--- config.mk ---
export PLATFORM = sky130hd
export DESIGN_NAME = lcd_byte_sequencer
export DESIGN_NICKNAME = d
export VERILOG_FILES = /design/src/rtl/lcd_byte_sequencer.sv
export SDC_FILE = /design/constraint.sdc
export NUM_CORES = 1
export LEC_CHECK = 0
export BUFFER_PORTS_ARGS = -buffer_cell sky130_fd_sc_hd__buf_2
export CAP_MARGIN = 10
export CORE_MARGIN = 2
export CORE_UTILIZATION = 45
export DETAILED_ROUTE_END_ITERATION = 8
export SYNTH_ARGS = -nofsm -noshare
export SYNTH_HDL_FRONTEND = slang
export SYNTH_SLANG_ARGS = --single-unit
--- constraint.sdc ---
create_clock -name clk -period 2.9 [get_ports clk]
set_input_delay 0.145 -clock clk [delete_from_list [all_inputs] [get_ports clk]]
set_output_delay 0.145 -clock clk [all_outputs]
set_load 0.03 [all_outputs]
--- src/rtl/lcd_byte_sequencer.sv ---
// lcd_byte_sequencer: drives an HD44780-compatible character LCD over its 4-bit bus.
// Runs the power-on init sequence by itself. It then accepts command/data bytes over
// valid/ready, sends each byte as two E-strobed nibbles, and holds off the next byte
// until the LCD has had time to execute it.
//
// Ports:
//   clk        clock
//   rst        synchronous, active-high reset
//   req_valid  client has a byte to send
//   req_rs     0 = command, 1 = character data
//   req_data   byte to send
//   req_ready  byte accepted on a posedge where req_valid & req_ready
//   init_done  power-on init finished (sticky until rst)
//   busy       transfer or wait in progress
//   ctrl_lcd   {RS, RW, E}, RW tied low
//   data_lcd   LCD DB7..DB4
module lcd_byte_sequencer #(
  parameter int unsigned CYCLES_PER_US = 50,
  parameter int unsigned POWER_ON_US   = 45000,
  parameter int unsigned INIT_LONG_US  = 5000,
  parameter int unsigned INIT_SHORT_US = 200,
  parameter int unsigned EXEC_US       = 40,
  parameter int unsigned LONG_EXEC_US  = 1640
) (
  input  logic       clk,
  input  logic       rst,
  input  logic       req_valid,
  input  logic       req_rs,
  input  logic [7:0] req_data,
  output logic       req_ready,
  output logic       init_done,
  output logic       busy,
  output logic [2:0] ctrl_lcd,
  output logic [3:0] data_lcd
);

  localparam logic [31:0] Cyc          = 32'(CYCLES_PER_US);
  localparam logic [31:0] PwrCyc       = 32'(POWER_ON_US * CYCLES_PER_US);
  localparam logic [31:0] InitLongCyc  = 32'(INIT_LONG_US * CYCLES_PER_US);
  localparam logic [31:0] InitShortCyc = 32'(INIT_SHORT_US * CYCLES_PER_US);
  localparam logic [31:0] ExecCyc      = 32'(EXEC_US * CYCLES_PER_US);
  localparam logic [31:0] LongExecCyc  = 32'(LONG_EXEC_US * CYCLES_PER_US);

  typedef enum logic [2:0] {
    StPwrWait,
    StInitNib,
    StHiE,
    StHiGap,
    StLoE,
    StLoGap,
    StExecWait,
    StIdle
  } state_e;

  // Byte-mode setup issued after the raw init nibbles: function set, display on,
  // clear, entry mode.
  function automatic logic [7:0] init_byte(input logic [1:0] idx);
    case (idx)
      2'd0:    return 8'h28;
      2'd1:    return 8'h0C;
      2'd2:    return 8'h01;
      default: return 8'h06;
    endcase
  endfunction

  state_e      state_q, state_d;
  logic [31:0] cnt_q, cnt_d;
  logic [1:0]  nib_q, nib_d;    // which raw init nibble is being sent
  logic [1:0]  bidx_q, bidx_d;  // which init byte is being sent
  logic [7:0]  byte_q, byte_d;
  logic        rs_q, rs_d;
  logic        init_done_q, init_done_d;

  logic        ready_q, ready_d;
  logic        busy_q, busy_d;
  logic [2:0]  ctrl_q, ctrl_d;
  logic [3:0]  data_q, data_d;

  logic [31:0] phase_len;
  logic        phase_last;

  always_comb begin
    phase_len = Cyc;
    unique case (state_q)
      StPwrWait:  phase_len = PwrCyc;
      StInitNib:  phase_len = 2 * Cyc + ((nib_q == 2'd0) ? InitLongCyc : InitShortCyc);
      // Clear/home commands need the long execution time.
      StExecWait: phase_len = (!rs_q && (byte_q[7:2] == 6'd0)) ? LongExecCyc : ExecCyc;
      default:    phase_len = Cyc;
    endcase
  end

  assign phase_last = (cnt_q == phase_len - 32'd1);

  // Next-state logic.
  always_comb begin
    state_d     = state_q;
    cnt_d       = cnt_q + 32'd1;
    nib_d       = nib_q;
    bidx_d      = bidx_q;
    byte_d      = byte_q;
    rs_d        = rs_q;
    init_done_d = init_done_q;

    unique case (state_q)
      StPwrWait: begin
        if (phase_last) begin
          state_d = StInitNib;
          cnt_d   = '0;
        end
      end
      StInitNib: begin
        if (phase_last) begin
          cnt_d = '0;
          if (nib_q == 2'd3) begin
            state_d = StHiE;
            bidx_d  = 2'd0;
            byte_d  = init_byte(2'd0);
            rs_d    = 1'b0;
          end else begin
            nib_d = nib_q + 2'd1;
          end
        end
      end
      StHiE: begin
        if (phase_last) begin
          state_d = StHiGap;
          cnt_d   = '0;
        end
      end
      StHiGap: begin
        if (phase_last) begin
          state_d = StLoE;
          cnt_d   = '0;
        end
      end
      StLoE: begin
        if (phase_last) begin
          state_d = StLoGap;
          cnt_d   = '0;
        end
      end
      StLoGap: begin
        if (phase_last) begin
          state_d = StExecWait;
          cnt_d   = '0;
        end
      end
      StExecWait: begin
        if (phase_last) begin
          cnt_d = '0;
          if (init_done_q) begin
            state_d = StIdle;
          end else if (bidx_q == 2'd3) begin
            state_d     = StIdle;
            init_done_d = 1'b1;
          end else begin
            state_d = StHiE;
            bidx_d  = bidx_q + 2'd1;
            byte_d  = init_byte(bidx_q + 2'd1);
          end
        end
      end
      StIdle: begin
        cnt_d = '0;
        if (req_valid && ready_q) begin
          state_d = StHiE;
          byte_d  = req_data;
          rs_d    = req_rs;
        end
      end
      default: begin
        state_d = StPwrWait;
        cnt_d   = '0;
      end
    endcase
  end

  // Outputs are decoded from next-state values so they can be registered without
  // adding a cycle of lag relative to the state.
  always_comb begin
    ctrl_d  = 3'b000;
    data_d  = 4'h0;
    ready_d = (state_d == StIdle);
    busy_d  = (state_d != StIdle);
    unique case (state_d)
      StInitNib: begin
        ctrl_d = {2'b00, (cnt_d < Cyc)};
        data_d = (nib_d == 2'd3) ? 4'h2 : 4'h3;
      end
      StHiE: begin
        ctrl_d = {rs_d, 2'b01};
        data_d = byte_d[7:4];
      end
      StHiGap: begin
        ctrl_d = {rs_d, 2'b00};
        data_d = byte_d[7:4];
      end
      StLoE: begin
        ctrl_d = {rs_d, 2'b01};
        data_d = byte_d[3:0];
      end
      StLoGap, StExecWait: begin
        ctrl_d = {rs_d, 2'b00};
        data_d = byte_d[3:0];
      end
      default: begin
        ctrl_d = 3'b000;
        data_d = 4'h0;
      end
    endcase
  end

  always_ff @(posedge clk) begin
    if (rst) begin
      state_q     <= StPwrWait;
      cnt_q       <= '0;
      nib_q       <= 2'd0;
      bidx_q      <= 2'd0;
      byte_q      <= 8'h00;
      rs_q        <= 1'b0;
      init_done_q <= 1'b0;
      ready_q     <= 1'b0;
      busy_q      <= 1'b1;
      ctrl_q      <= 3'b000;
      data_q      <= 4'h0;
    end else begin
      state_q     <= state_d;
      cnt_q       <= cnt_d;
      nib_q       <= nib_d;
      bidx_q      <= bidx_d;
      byte_q      <= byte_d;
      rs_q        <= rs_d;
      init_done_q <= init_done_d;
      ready_q     <= ready_d;
      busy_q      <= busy_d;
      ctrl_q      <= ctrl_d;
      data_q      <= data_d;
    end
  end

  assign req_ready = ready_q;
  assign init_done = init_done_q;
  assign busy      = busy_q;
  assign ctrl_lcd  = ctrl_q;
  assign data_lcd  = data_q;

endmodule

==> results of run 1 <==
worst register-to-register path: stages, from the launching register on:
cell and delay, ns:
dfxtp_2 0.33, nor4_4 0.26, buf_4 0.18, a21oi_4 0.08, or4_4 0.50, a32oi_4 0.28
buf_12 0.16, nand4_4 0.10, mux2_4 0.32, o21a_1 0.12, or3_1 0.37, a21oi_1 0.13
state kept, by name (all words and copies together) (netlist names):
name and flops:
data_lcd 4, req_ready 1, init_done 1, rs_q 1, ctrl_lcd 2, nib_q 2, byte_q 8, cnt_q 32
bidx_q 2, state_q 3, busy 1
path summary, 6_finish.rpt:
check,startpoint,endpoint,cells after the start
worst max-delay path,byte_q[6],data_lcd[3],11
worst max register to register,byte_q[6],data_lcd[3],11
worst min register to register,rs_q,rs_q,2
worst min-delay path,req_data[6],byte_q[6],3
cells in the final DEF (no fill, tap or decap), drive strengths merged, types with 3 or more instances in the layout:
| cell type | instances |
|---|---|
| xnor2 | 20 |
| nand4 | 12 |
| or2 | 4 |
| clkbuf | 12 |
| nand3 | 25 |
| bufinv | 3 |
| or4 | 4 |
| a211oi | 3 |
| nor3 | 16 |
| nand2 | 32 |
| a21oi | 22 |
| or3 | 4 |
| o2111ai | 3 |
| nor4 | 6 |
| and4 | 8 |
| and3 | 19 |
| buf | 90 |
| nor2 | 63 |
| a31oi | 7 |
| inv | 7 |
| o31ai | 4 |
| mux2i | 7 |
| xor2 | 17 |
| dfxtp | 57 |
| ha | 5 |
| nor2b | 6 |
| and2 | 15 |
| o21ai | 9 |
power by group:
group	total, W	switching (W)	internal [W]
Combinational	0.0000632	0.0000376	0.0000255
Clock	0.000983	0.000342	0.000641
Sequential	0.000791	0.00000441	0.000786
Total	0.00184	0.000384	0.00145
repair_timing:
item,CTS,global route
gates resized for setup,26,21
cloned,1,0
endpoints found under the setup margin,9,10
setup buffers,6,1
pin swaps,12,9
per-stage QoR:
| stage | TNS, ns | util | setup WS [ns] |
|---|---|---|---|
| 2_1_floorplan | 0 | - | 0.00875 |
| 3_3_place_gp | -0.172 | 0.536 | -0.144 |
| 3_5_place_dp | -0.735 | 0.536 | -0.150 |
| 4_1_cts | -0.0169 | 0.593 | -0.0119 |
| 5_1_grt | -0.447 | 0.604 | -0.101 |
| 6_report | 0 | 0.604 | 0.00791 |
logic make-up after synthesis:
| group | share of synthesized area |
|---|---|
| AO/OA/AOI/OAI | 0.155 |
| XOR/XNOR | 0.0905 |
| adder cells (fa/ha/maj) | 0.0175 |
| buffers and inverters | 0.0482 |
| flip-flops | 0.319 |
| multiplexers | 0.0269 |
| other | 0.00105 |
| AND/OR/NAND/NOR | 0.342 |
metal layers:
| layer | GRT usage | routed length [um] | vias up | part of all wire |
|---|---|---|---|---|
| li1 | - | - | 1761 | - |
| met3 | 0.0508 | 556 | 11 | 0.056 |
| met1 | 0.354 | 4970 | 1681 | 0.50 |
| met2 | 0.347 | 4310 | 109 | 0.43 |
| met4 | 0.0735 | 123 | 0 | 0.012 |
| met5 | 0 | 0 | - | 0 |
area by class of cell:
class	instances	area (sq um)	area share
multi-input cells	356	2440	0.523
flip-flops and latches	57	1160	0.248
repair buffers	90	656	0.140
clock buffers	12	165	0.0354
well taps	102	128	0.0273
clock inverters	4	97.6	0.0209
inverters	7	26.3	0.00563
==> results.yml, run 1 <==
logic_synthesis:
  synth-seq-cells: 57
  ys_seq_area_frac: 0.319
  synthFlopType: "dfxtp_1"
  synth_common_cells: "nor2_1 (63), dfxtp_1 (57), nand2_1 (32)"
  async_flop_share: 0
  synth.most_common_cell: "nor2_1"
  synthTopCellsByArea: "dfxtp_1 (32%), nor2_1 (6.6%), xnor2_1 (4.9%)"
  syn-num-nets: 468
  synth_cells: 451
  synth_area_sq_um: 3580
  synth.avg_cell_area_sq_um: 7.94
  yosys.cell_types.count: 72
  ys_warn_count: 0
  synth_top_area_cell: "dfxtp_1"
  yosysTopAreaCellShare: 0.319
  synth-edff-count: 0
global_routing:
  grt_first_pass_wirelength_um: 16300
  grt_pass1_vias: 3266
  grt_max_degree: 32
  grt_use_total: 0.240
  grt_overflow: 0
  antenna_found_initial: 0
cts:
  postCtsHoldBufs: 0
  htree_levels: 3
  numCtsBuffers: 9
  clkLatencyLatePin_ns: 0.35
  cts_buffer_depth: 2
  cts_tree: "done"
  clk_pin_slew_ns: 0.07
  clock-sinks: 57
  clockRootBuffer: "clkbuf_8"
power_and_ir_drop:
  total_power_w: 0.00184
  worst_ir_drop_vdd_mv: 0.342
  powerDensity_nw_per_um2: 394
  p_leak_nw: 1.90
setup_path:
  cp.required_ns: 3.17
  max_stage_delay_ns: 0.50
  cp-start-kind: "register"
  worstSetupPathType: "register to register"
  crit_fanout: 6
  cp_top_family: "simple AND/OR/NAND/NOR gates"
  path_cells: "nor4_4 -> buf_4 -> a21oi_4 -> or4_4 -> a32oi_4 -> buf_12 -> nand4_4 -> mux2_4 -> o21a_1 -> or3_1 -> a21oi_1"
  crit_buf_inv: 2
  reg2reg_slack_ns: 0.008
  endpoint_kind: "register"
  critPathArrivalTime_ns: 3.17
  cp_slowest_cell: "or4_4"
finish:
  stdcell_area_sq_um: 4670
  drive_gt1_frac: 0.300
  area_delta_synth_final_pct: 30.4
  nNetsFinal: 538
  fin_cells: 628
  antenna_cells: 0
  fillers: 678
detailed_routing:
  drc: 0
  drt_iter0_drc: 208
  vias: 3562
  first_pass_iters: 6
  drtAntennaViolNets: 0
  wl_per_cell_um: 15.8
  routed_wl_um: 9950
  viasPerCell: 5.67
floorplanning:
  fp.dieArea_sq_um: 8690
  die_h_um: 93.2
  start_util: 0.463
  core_region_area_sq_um: 7730
  io_pins: 22
  fp.dieW_um: 93.2
  placementRows: 32
placed_design:
  place_area_sq_um: 4140
  dp_hpwl_um: 7180
  dp_cells: 604
  globalplace.congestion: 0.953
  portBuffers: 20
sta:
  fmax_mhz: 346
  fin_crit_ns: 2.89
  rsz0062_at_grt: "true"
  hold_viol: 0
  fin_skew_ns: 0.0135
  finalHoldWorstSlack_ns: 0.0741
  slew_violations: 0
  fin_crit_sh: 0.997
  finalSetupViolations: 0
hold_path:
  hp-class: "primary input to register"
run_status:
  status: "completed"
job:
  drv_cap: 0
Note: power is estimated with default switching activity, not from simulation.
==> run 2: changes to the inputs <==
- CTS_BUF_LIST: unset -> sky130_fd_sc_hd__clkbuf_16
==> results.yml, run 2 (synthesis gave the netlist of run 1 again) <==
run_status:
  status: "finished, violations left"
  violations: "setup timing"
sta:
  fin_skew_ns: 0.00870
  hold_viol: 0
  worst_slack_ns: -0.0320
  rsz0062_at_grt: "true"
  finalSetupViolations: 2
  fmax_mhz: 341
  finalHoldWorstSlack_ns: 0.0861
  fin_crit_sh: 1.01
  fin_crit_ns: 2.93
  slew_violations: 0
finish:
  antenna_cells: 0
  finish.utilization: 0.624
  area_delta_synth_final_pct: 34.7
  layout_common_cells: "buf_4 (69), nor2_1 (61), dfxtp_1 (48)"
  largest_reg_flops: 32
  final_common_cell: "buf_4"
  nNetsFinal: 543
  drive_gt1_frac: 0.305
  largest-register: "cnt_q"
detailed_routing:
  viasPerCell: 5.75
  first_pass_iters: 4
  vias: 3642
  wl_per_cell_um: 16.6
  routed_wl_um: 10500
  drt_iter0_drc: 228
  drtAntennaViolNets: 0
  drc: 0
cts:
  postCtsHoldBufs: 0
  clock-sinks: 57
  clk_pin_slew_ns: 0.05
  clockRootBuffer: "clkbuf_16"
  clkLatencyLatePin_ns: 0.33
  cts_tree: "done"
  htree_levels: 3
  cts_buffer_depth: 2
  numCtsBuffers: 9
setup_path:
  endpoint_kind: "register"
  crit_fanout: 6
  cp.required_ns: 3.16
  cp-start-kind: "register"
  worstSetupPathType: "register to register"
  critPathArrivalTime_ns: 3.20
floorplanning:
  io_pins: 22
  placementRows: 32
  die_h_um: 93.2
  fp.dieArea_sq_um: 8690
  start_util: 0.463
  core_region_area_sq_um: 7730
  fp.dieW_um: 93.2
hold_path:
  hp-class: "primary input to register"
power_and_ir_drop:
  powerDensity_nw_per_um2: 430
  p_leak_nw: 1.97
  worst_ir_drop_vdd_mv: 0.320
global_routing:
  antenna_found_initial: 0
  grt_use_total: 0.242
  grt_first_pass_wirelength_um: 16300
  grt_max_degree: 32
  grt_pass1_vias: 3280
  grt_overflow: 0
placed_design:
  dp_hpwl_um: 7180
  portBuffers: 20
  globalplace.congestion: 0.953
job:
  drv_cap: 0
-- run 2: worst max-delay path, cell delays in order, from the launching register on --
cell     delay, ns
dfxtp_2       0.33
nor4_4        0.26
buf_4         0.19
a21oi_4       0.08
or4_4         0.50
a32oi_4       0.29
buf_6         0.16
nand4_4       0.10
mux2_4        0.32
o21a_1        0.12
or3_1         0.39
a21oi_2       0.12
-- run 2: per-layer routing --
layer  share of wire  routed length, um  global-route usage
met5               0                  0                   0
met4           0.019                202              0.0833
met3           0.044                461              0.0500
met2            0.44               4600               0.355
met1            0.50               5220               0.350
-- run 2: metrics by stage --
step	area, sq um	cells	TNS (ns)	worst slack [ns]	power (W)
2_1_floorplan	3580	451	0	0.00875	0.000844
3_3_place_gp	4140	604	-0.172	-0.144	0.000869
3_5_place_dp	4140	604	-0.735	-0.150	0.000871
4_1_cts	4640	627	-0.0160	-0.0160	0.00208
5_1_grt	4820	633	-0.606	-0.118	0.00214
6_report	4820	633	-0.0356	-0.0320	0.00207
-- run 2: timing repair --
item,4_1_cts,5_1_grt
setup endpoints to repair,9,40
pin swaps,13,13
resized for setup,27,27
gates cloned,0,2
buffers inserted,7,4
-- run 2: worst paths after layout --
check,cells past startpoint,to,slack (ns),start
worst min register to register,2,byte_q[1],0.52,byte_q[1]
worst min-delay path,3,byte_q[6],0.09,req_data[6]
worst max register to register,11,data_lcd[3],-0.03,byte_q[6]
worst max-delay path,11,data_lcd[3],-0.03,byte_q[6]
-- run 2: final cells by class --
class	count	area, sq um
clock buffers	9	225
clock inverters	7	109
multi-input cells	356	2470
flip-flops and latches	57	1150
well taps	102	128
fillers	663	2910
repair buffers	95	708
inverters	7	26.3
-- run 2: power by group --
group,switching [W],leakage (nW),total (W),internal (W)
combinational,0.0000424,1.34,0.0000727,0.0000303
clock,0.000380,0.158,0.00121,0.000829
sequential,0.00000457,0.465,0.000792,0.000788
total,0.000427,1.97,0.00207,0.00165
